===== src/rtl/program_loader_pkg.sv =====
// Shared instruction-set and loader definitions. The instruction decoder and
// the program loader both import this package.
package program_loader_pkg;

    // Instruction word geometry: 8-bit data/immediate field plus 5-bit opcode.
    localparam int PM_ID_INS_WIDTH = 13;
    localparam int OPCODE_WIDTH    = 5;

    // Opcode section held in Ins[12:11]; the "rest" section carries loads/stores.
    localparam logic [1:0] SEC_REST = 2'b11;

    // Rest-section opcode codes in Ins[10:8]; only these five are implemented.
    localparam logic [2:0] REST_LD_R   = 3'd0;
    localparam logic [2:0] REST_LD_DM  = 3'd1;
    localparam logic [2:0] REST_LD_IMD = 3'd2;
    localparam logic [2:0] REST_ST_R   = 3'd3;
    localparam logic [2:0] REST_ST_DM  = 3'd4;

    // Loader state encoding.
    typedef enum logic [2:0] {
        LS_IDLE  = 3'd0,
        LS_LO    = 3'd1,
        LS_HI    = 3'd2,
        LS_WRITE = 3'd3,
        LS_ERROR = 3'd4
    } loader_state_e;

    // True when the 5-bit opcode names an implemented instruction.
    function automatic logic opcode_is_legal(input logic [OPCODE_WIDTH-1:0] opcode);
        logic legal_s;
        if (opcode[4:3] == SEC_REST) begin
            case (opcode[2:0])
                REST_LD_R, REST_LD_DM, REST_LD_IMD, REST_ST_R, REST_ST_DM: legal_s = 1'b1;
                default:                                                  legal_s = 1'b0;
            endcase
        end else begin
            legal_s = 1'b1;
        end
        return legal_s;
    endfunction

endpackage


===== src/rtl/program_loader_ins_checker.sv =====
// Combinational legality check of one assembled instruction word. The word is
// passed through unchanged so the write path takes word and verdict together.
module ins_checker
    import program_loader_pkg::*;
(
    input  logic [PM_ID_INS_WIDTH-1:0] ins,
    output logic                       legal,
    output logic [PM_ID_INS_WIDTH-1:0] checked_word
);

    // Decode the opcode field and forward the word alongside its verdict.
    always_comb begin
        legal        = opcode_is_legal(ins[PM_ID_INS_WIDTH-1:8]);
        checked_word = ins;
    end

endmodule


===== src/rtl/program_loader.sv =====
// Program loader: assembles little-endian byte pairs from a valid/ready stream
// into 13-bit instruction words, rejects illegal encodings, and writes legal
// words to consecutive program-memory addresses while holding the CPU busy.
module program_loader
    import program_loader_pkg::*;
#(
    parameter int PM_AW    = 8,
    parameter int InsWidth = PM_ID_INS_WIDTH
) (
    input  logic                clk,
    input  logic                rst,
    input  logic                Start,
    input  logic [PM_AW:0]      Len,
    input  logic                In_Valid,
    input  logic [7:0]          In_Byte,
    output logic                In_Ready,
    output logic                PM_WE,
    output logic [PM_AW-1:0]    PM_Addr,
    output logic [InsWidth-1:0] PM_WData,
    output logic                Busy,
    output logic                Done,
    output logic                Err,
    output logic [PM_AW-1:0]    ErrAddr
);

    localparam logic [PM_AW:0]   LEN_ONE = {{PM_AW{1'b0}}, 1'b1};
    localparam logic [PM_AW-1:0] CNT_ONE = {{(PM_AW-1){1'b0}}, 1'b1};

    loader_state_e               state_r;
    loader_state_e               state_s;

    logic [PM_AW-1:0]            counter_r;
    logic [PM_AW:0]              len_r;
    logic [7:0]                  lo_r;
    logic [PM_AW-1:0]            pm_addr_r;
    logic [InsWidth-1:0]         pm_wdata_r;
    logic                        done_r;
    logic                        err_r;
    logic [PM_AW-1:0]            err_addr_r;

    logic                        in_ready_s;
    logic                        busy_s;
    logic                        pm_we_s;

    logic                        start_acc_s;
    logic                        len_zero_s;
    logic                        accept_s;
    logic                        lo_accept_s;
    logic                        hi_accept_s;
    logic                        pad_clear_s;
    logic                        chk_legal_s;
    logic                        word_legal_s;
    logic                        last_word_s;
    logic [PM_ID_INS_WIDTH-1:0]  word_s;
    logic [PM_ID_INS_WIDTH-1:0]  checked_word_s;

    // A Start is only honoured while no load is running.
    assign start_acc_s  = Start && ((state_r == LS_IDLE) || (state_r == LS_ERROR));
    assign len_zero_s   = (Len == '0);
    assign accept_s     = In_Valid && in_ready_s;
    assign lo_accept_s  = accept_s && (state_r == LS_LO);
    assign hi_accept_s  = accept_s && (state_r == LS_HI);

    // High byte carries the opcode in [4:0]; its top three bits must be clear.
    assign pad_clear_s  = (In_Byte[7:5] == 3'b000);
    assign word_s       = {In_Byte[4:0], lo_r};
    assign word_legal_s = pad_clear_s && chk_legal_s;

    // Counter is compared one-wider so a full-depth load ends at the top address.
    assign last_word_s  = ({1'b0, counter_r} == (len_r - LEN_ONE));

    ins_checker u_ins_checker (
        .ins          (word_s),
        .legal        (chk_legal_s),
        .checked_word (checked_word_s)
    );

    // State register; reset aborts any load in progress.
    always_ff @(posedge clk or posedge rst) begin
        if (rst) begin
            state_r <= LS_IDLE;
        end else begin
            state_r <= state_s;
        end
    end

    // Next-state selection.
    always_comb begin
        state_s = state_r;
        case (state_r)
            LS_IDLE, LS_ERROR: begin
                if (start_acc_s && !len_zero_s) begin
                    state_s = LS_LO;
                end else if (start_acc_s) begin
                    state_s = LS_IDLE;
                end else begin
                    state_s = state_r;
                end
            end
            LS_LO: begin
                if (accept_s) begin
                    state_s = LS_HI;
                end else begin
                    state_s = LS_LO;
                end
            end
            LS_HI: begin
                if (accept_s && word_legal_s) begin
                    state_s = LS_WRITE;
                end else if (accept_s) begin
                    state_s = LS_ERROR;
                end else begin
                    state_s = LS_HI;
                end
            end
            LS_WRITE: begin
                if (last_word_s) begin
                    state_s = LS_IDLE;
                end else begin
                    state_s = LS_LO;
                end
            end
            default: begin
                state_s = LS_IDLE;
            end
        endcase
    end

    // Handshake, busy and write-enable decoded from the current state.
    always_comb begin
        in_ready_s = 1'b0;
        busy_s     = 1'b0;
        pm_we_s    = 1'b0;
        case (state_r)
            LS_LO, LS_HI: begin
                in_ready_s = 1'b1;
                busy_s     = 1'b1;
            end
            LS_WRITE: begin
                busy_s  = 1'b1;
                pm_we_s = 1'b1;
            end
            default: begin
                in_ready_s = 1'b0;
                busy_s     = 1'b0;
                pm_we_s    = 1'b0;
            end
        endcase
    end

    // Load parameters, word assembly, write port and address counter.
    always_ff @(posedge clk or posedge rst) begin
        if (rst) begin
            counter_r  <= '0;
            len_r      <= '0;
            lo_r       <= '0;
            pm_addr_r  <= '0;
            pm_wdata_r <= '0;
        end else begin
            if (start_acc_s) begin
                len_r     <= Len;
                counter_r <= '0;
            end else if ((state_r == LS_WRITE) && !last_word_s) begin
                counter_r <= counter_r + CNT_ONE;
            end else begin
                counter_r <= counter_r;
            end

            if (lo_accept_s) begin
                lo_r <= In_Byte;
            end else begin
                lo_r <= lo_r;
            end

            // Address and data are loaded as the high byte lands, so they are
            // valid during the write cycle and hold afterwards.
            if (hi_accept_s && word_legal_s) begin
                pm_addr_r  <= counter_r;
                pm_wdata_r <= InsWidth'(checked_word_s);
            end else begin
                pm_addr_r  <= pm_addr_r;
                pm_wdata_r <= pm_wdata_r;
            end
        end
    end

    // Completion pulse and sticky illegal-instruction report.
    always_ff @(posedge clk or posedge rst) begin
        if (rst) begin
            done_r     <= 1'b0;
            err_r      <= 1'b0;
            err_addr_r <= '0;
        end else begin
            done_r <= (start_acc_s && len_zero_s) ||
                      ((state_r == LS_WRITE) && last_word_s);

            if (start_acc_s) begin
                err_r <= 1'b0;
            end else if (hi_accept_s && !word_legal_s) begin
                err_r <= 1'b1;
            end else begin
                err_r <= err_r;
            end

            if (hi_accept_s && !word_legal_s && !err_r) begin
                err_addr_r <= counter_r;
            end else begin
                err_addr_r <= err_addr_r;
            end
        end
    end

    assign In_Ready = in_ready_s;
    assign Busy     = busy_s;
    assign PM_WE    = pm_we_s;
    assign PM_Addr  = pm_addr_r;
    assign PM_WData = pm_wdata_r;
    assign Done     = done_r;
    assign Err      = err_r;
    assign ErrAddr  = err_addr_r;

endmodule


===== config.mk =====
export PLATFORM = sky130hd
export DESIGN_NAME = program_loader
export DESIGN_NICKNAME = d
export VERILOG_FILES = /design/src/rtl/program_loader_pkg.sv /design/src/rtl/program_loader_ins_checker.sv /design/src/rtl/program_loader.sv
export SDC_FILE = /design/constraint.sdc
export NUM_CORES = 1
export LEC_CHECK = 0
export BUFFER_PORTS_ARGS = -buffer_cell sky130_fd_sc_hd__buf_4
export CAP_MARGIN = 0
export CORE_MARGIN = 2
export CORE_UTILIZATION = 56
export DETAILED_ROUTE_END_ITERATION = 10
export GPL_ROUTABILITY_DRIVEN = 0
export PLACE_DENSITY = 0.81
export SETUP_SLACK_MARGIN = 0.05
export SYNTH_ARGS = -nofsm -noshare
export SYNTH_HDL_FRONTEND = slang
export SYNTH_SLANG_ARGS = --single-unit

===== constraint.sdc =====
create_clock -name clk -period 4.5 [get_ports clk]
set_clock_uncertainty 0.2 [all_clocks]
set_input_delay 0.225 -clock clk [delete_from_list [all_inputs] [get_ports clk]]
set_output_delay 0.225 -clock clk [all_outputs]
set_load 0.05 [all_outputs]

After elaboration in Yosys (flattened, before gate mapping)
Cells that the tools add are included.

Bits in registers: 59. Bits in latches: 0. Bits in writable memories: 0. ROM bits: 0. Input port bits: 21. Output and inout bits: 34. Logic and storage cells: 67. Memories kept: 0.

Add/sub/neg operators: 2. Multipliers: 0. Divide/modulo/power cells: 0. Order comparisons: 0. Equality and inequality tests: 11. Shift operators: 0. Mux-type cells: 16. Bitwise operators: 0. Reductions and logical operators: 29.

Operators with widths (number): $mux 8 (2); $logic_and 1x1->1 (13); $eq 3x2->1 const B (4); $mux 3 (4); $pmux 3 s4 (1); $eq 8x9->1 (1); $logic_not 3->1 (3); $logic_not 9->1 (1); $sub 9x1->9 const B (1); $add 8x1->8 const B (1); $mux 1 (8); $eq 3x1->1 const B (2); $eq 3x3->1 const B (2); $reduce_or 5->1 (1); $logic_not 1->1 (4); $reduce_bool 2->1 (2); $reduce_or 2->1 (2); $ne 3x3->1 const B (1); $reduce_or 3->1 (1); $eq 2x2->1 const B (1); $logic_or 1x1->1 (2); $mux 2 (1).

Logic depth before layout (Yosys ltp)
Word-level depth: 9. Gate-level depth with buffers: 8.

Hierarchy
Synthesis repeated with hierarchy kept, for this count alone.

Cells, all modules: 267. Area, all modules: 2921.6 um2.

By module, submodules not included: program_loader (times used 1, cells an instance 253, area each 2808.9 um2, seq. area each 1476.4 um2); ins_checker (times used 1, cells an instance 14, area each 112.6 um2, seq. area each 0.0 um2).

Worst setup path after synthesis
Ideal clock, no wire load.

Path kind: reg2reg. From: reg len_r[0]. To: reg counter_r[0]. Library setup time: 79 ps. Arrival time: 2001 ps. Setup slack: 2219 ps. Stages on the path, launching flop included: 9. Buffers on the path: 0. Clock period less this slack: 2281 ps. Cell sequence: dfrtp_1 -> inv_1 -> ha_1 -> nor2b_1 -> or3_1 -> a31o_1 -> a31oi_4 -> a21bo_4 -> mux2i_1.

Cells in the longest elaborated chain, start to end: 5.

RTL lines: start, declared (line program_loader.sv:33) `logic [PM_AW:0] len_r;`; start signal, assigned (line program_loader.sv:161) `len_r <= Len;`; $sub 9x1->9 (line program_loader.sv:70) `assign last_word_s = ({1'b0, counter_r} == (len_r - LEN_ONE));`; $eq 8x9->1 (line program_loader.sv:70); $logic_not 1->1 (line program_loader.sv:163) `end else if ((state_r == LS_WRITE) && !last_word_s) begin`; $logic_and 1x1->1 (line program_loader.sv:163); $reduce_bool 2->1 (no source line); end signal, assigned (line program_loader.sv:164) `counter_r <= counter_r + CNT_ONE;`; end signal, assigned (line program_loader.sv:166) `counter_r <= counter_r;`; end, declared (line program_loader.sv:32) `logic [PM_AW-1:0] counter_r;`.

Every way passes these cells. A chain may end at the register's enable or synchronous reset.

Worst setup path in the final report
From: in In_Byte[0]. To: reg pm_wdata_r[9] (netlist: PM_WData[9]).

Cells in the longest elaborated chain, start to end: 6. Elaborated cells between the ends (all ways): 10. Those cells by class: 4 x eq/ne; 2 x mux; 4 x reduce/logical.

RTL lines: start, declared (line program_loader.sv:15) `input logic [7:0] In_Byte,`; $eq 3x1->1 (tied with other cells) (line program_loader_pkg.sv:32) `case (opcode[2:0])`; $reduce_or 5->1 * (line program_loader_pkg.sv:32); $mux 1 * (line program_loader_pkg.sv:32); $mux 1 * (line program_loader_pkg.sv:31) `if (opcode[4:3] == SEC_REST) begin`; $logic_and 1x1->1 * (line program_loader.sv:67) `assign word_legal_s = pad_clear_s && chk_legal_s;`; $logic_and 1x1->1 * (line program_loader.sv:177) `if (hi_accept_s && word_legal_s) begin`; end signal, assigned (line program_loader.sv:179) `pm_wdata_r <= InsWidth'(checked_word_s);`; end signal, assigned (line program_loader.sv:182) `pm_wdata_r <= pm_wdata_r;`; end, declared (line program_loader.sv:36) `logic [InsWidth-1:0] pm_wdata_r;`.

Every way passes the cells marked *; elsewhere a longest branch is shown, timed or not.

==> results list <==
* Final Max Tran Viols: 0
* Share of the cycle needed by the critical path after routing: 0.574
- Die Span X: 74.6 um
- The flow ran to the end, and the final reports show no timing, DRC or antenna violations.
- In this run the tightest slew margin relative to its limit is 0.292.
- Port buffering added 54 buffers.
- Mean Syn Cell Area: 12.4 um^2
* Multi-input combinational cell area: 0.00126 mm^2
- In this run the number of H-tree levels came out at 3.
- Before CTS, the worst setup slack after placement is 1.96 ns.
- In the post-synthesis netlist, the cell with the most instances is dfrtp_1.
- Maximum number of buffers from clock root to sink: 2
- Post-layout minimum cycle time: 2.58 ns
* Gate Count Post-Synth: 225
- Clock latency on the worst-skew pair, taken at its later pin, is 0.33 ns.
- Setup violations remaining at the end of the flow were counted as 0.
* Clock sink total: 59
* Sum of net half-perimeters after detailed placement: 4.10 mm
- The worst register-to-register path begins at len_r[0].
- In this run the remaining antenna-violating nets after routing total 0.
- Across the run, the number of max-cap violations was 0.
* Cells taking the most area after synthesis: dfrtp_1, mux2_2, mux2i_1
- Async S/R FF share, synth: 1.00
- Maximum vdd ir drop: 0.000416 V
- Along the worst path, the maximum fanout reaches 22.
* Min-Delay Startpoint: In_Valid
- Antenna diode instance count: 0
* Average wire per cell in the routed design: 16.9 um
- Data required time of the critical path: 4.51 ns
- Summing all flip-flop and latch instances after layout gives 0.00148 mm^2.
- For the final routed database, the setup TNS stands at 0 ns.
- Root cell of the clock tree: clkbuf_8
- Leakage: 0.00177 uW
- Filler cell count in the final layout: 317
* Fraction of layout instances using a drive strength above 1: 0.415
- In this run the core area contains 25 standard-cell rows.
- The number of hold buffers added after CTS was 19.
- From synthesis to final layout, the design area changed by 31.6%.
- The die covers 0.00557 mm^2.
- Of the post-synthesis cell area, the dominant cell type holds 0.528.
* Syn nets: 248
* Arrival @ worst endpoint: 2.60 ns
- Count of yosys warnings during synthesis: 0
- Final global-route overflow total: 0
- TritonCTS built the clock tree.
* Num ports: 55
* Antenna violations before repair: 0
* Total CTS buffers: 9
- Dividing the detail-routed via count by the number of cells gives 5.52.
- The path with the worst hold slack has its endpoint at state_r[1].
- The setup check on the worst reg-to-reg path leaves a slack of 1.94 ns.
- Critical path type: input pin to flop
- Timing would allow up to 387 MHz.
- In the synthesized netlist the dominant register cell turns out to be dfrtp_1.
- After layout, the worst setup slack is 1.92 ns.
* Library cell occupying the most area in the post-synthesis netlist: dfrtp_1
- Sort of element at the end of the critical path: flop
- Number of DRC violations after detailed routing: 0
- Number of setup buffers added after CTS: 0
* Number of global-route vias before repair: 2105
* Post-synthesis instance area: 0.00279 mm^2
- Counting instances, the worst hold path has a depth of 3.
- Startpoint type of the worst setup path: input pin
* Number of distinct standard cells referenced by the synthesized netlist: 43
- Maximum number of pins on one net before global-route repair: 60
- First-pass GRT wire length: 10.1 mm
- Register bit count reported by yosys: 59
- The endpoint identified for the worst register-to-register timing path is counter_r[1].
* Reg clk slew, reported paths: 0.07 ns
- Number of detailed-route iterations in the first pass: 4
- Total count of hold-check failures in the final report: 0
* Number of enable-type register cells in the synthesized netlist: 0
- RSZ-0062 raised after global routing: false
* Die Ht: 74.6 um
* Path category of the worst min-delay check: input pin to flop
* Routed wire length: 6.30 mm
- For this configuration, the core starts out at a cell density of 0.588.
- Number of instances resized during post-cts repair: 0
- Nets: 324
* Worst Max-Slew Pin Slew: 1.06 ns
- Tot GR Track Use: 0.252
* Sequential fraction of the synthesis area: 0.528
* Number of DRC markers in iteration 0: 133
* Area of the core region: 0.00475 mm^2
* Share of the core filled with cells: 0.773
* Commonest cells post-synth: dfrtp_1, mux2_2, nand2_1, nand3_1, mux2i_1
- Power density cells: 617 mW/mm^2
- Measured in cells, the most critical reg-to-reg path has a length of 8.
- Summing over every cut layer, the via total after detailed routing is 2060.
## cell usage in the layout, fill, tap and decap left out, drive strengths merged, types with 2 or more instances in the layout
master / Yosys / layout
nor2: 7 / 7
and3: 2 / 2
a21oi: 6 / 6
a21boi: 2 / 2
dlygate4sd3: 0 / 19
a31oi: 5 / 5
nor4bb: 2 / 2
nand2b: 4 / 4
xnor2: 5 / 5
bufinv: 0 / 2
nor3: 7 / 7
nand4: 2 / 2
inv: 6 / 6
nor2b: 3 / 3
dfrtp: 59 / 59
nor3b: 2 / 2
o21ai: 3 / 3
buf: 3 / 56
mux2i: 8 / 8
clkbuf: 7 / 12
xor2: 5 / 5
nand3: 10 / 10
nand2: 15 / 15
ha: 2 / 2
nor4: 2 / 2
mux2: 46 / 46
## layer usage
metal / part of all wire / track usage / routed length, um
met1: 0.42 / 0.312 / 2680
met2: 0.51 / 0.424 / 3220
met3: 0.043 / 0.0589 / 274
met4: 0.020 / 0.109 / 126
met5: 0 / 0 / 0
## cell families (layout without fill, tap and decap cells)
| kind of cell | after synthesis | after routing | synth area share |
|---|---|---|---|
| fa+ha+maj | 2 | 2 | 0.00896 |
| mux | 54 | 54 | 0.214 |
| simple gates | 63 | 63 | 0.133 |
| flops | 59 | 59 | 0.528 |
| xor+xnor | 10 | 10 | 0.0313 |
| buf+inv | 16 | 97 | 0.0219 |
| compound gates | 21 | 21 | 0.0618 |
## where the power goes
part,total [uW],internal [uW],switching [uW]
clock network,551,341,209
registers,831,674,157
logic,888,367,522
total,2270,1380,888
## sequential cells by signal, summed over array words and instances, names as in the netlist
signal	count
Done	1
Err	1
ErrAddr	8
PM_Addr	8
PM_WData	13
counter_r	8
len_r	9
lo_r	8
state_r	3
## how the worst max path moves through the flow
stage / endpoint / slack, ns / cells after the start / startpoint
2_1_floorplan: counter_r[0] / 2.22 / 8 / len_r[0]
3_3_place_gp: state_r[0] / 2.01 / 8 / len_r[0]
3_5_place_dp: counter_r[1] / 1.96 / 8 / len_r[0]
4_1_cts: PM_WData[9] / 1.91 / 5 / In_Byte[7]
5_1_grt: PM_WData[4] / 1.75 / 5 / In_Byte[0]
6_report: PM_WData[9] / 1.92 / 5 / In_Byte[0]
## through the flow
step	instance area (um^2)	hold WS, ns	total power, uW	instances
3_5_place_dp	3260	0.272	1710	338
2_1_floorplan	2790	0.175	1470	225
4_1_cts	3680	0.0276	2270	373
3_3_place_gp	3260	0.269	1670	338
6_report	3680	0.0292	2270	373
5_1_grt	3680	0.0613	2370	373
## area by class of cell
class / instances / share of cell area
multi-input cells: 150 / 0.342
flip-flops and latches: 59 / 0.401
repair buffers: 75 / 0.166
inverters: 6 / 0.00612
clock inverters: 4 / 0.0197
clock buffers: 12 / 0.0422
well taps: 67 / 0.0228
## worst max-delay path, stage by stage
cell and delay, ns:
dlygate4sd3_1 0.56, buf_4 0.15, o2111ai_1 0.28, nand3_1 0.80, mux2_2 0.59
Power figures use the tool's default switching activity.
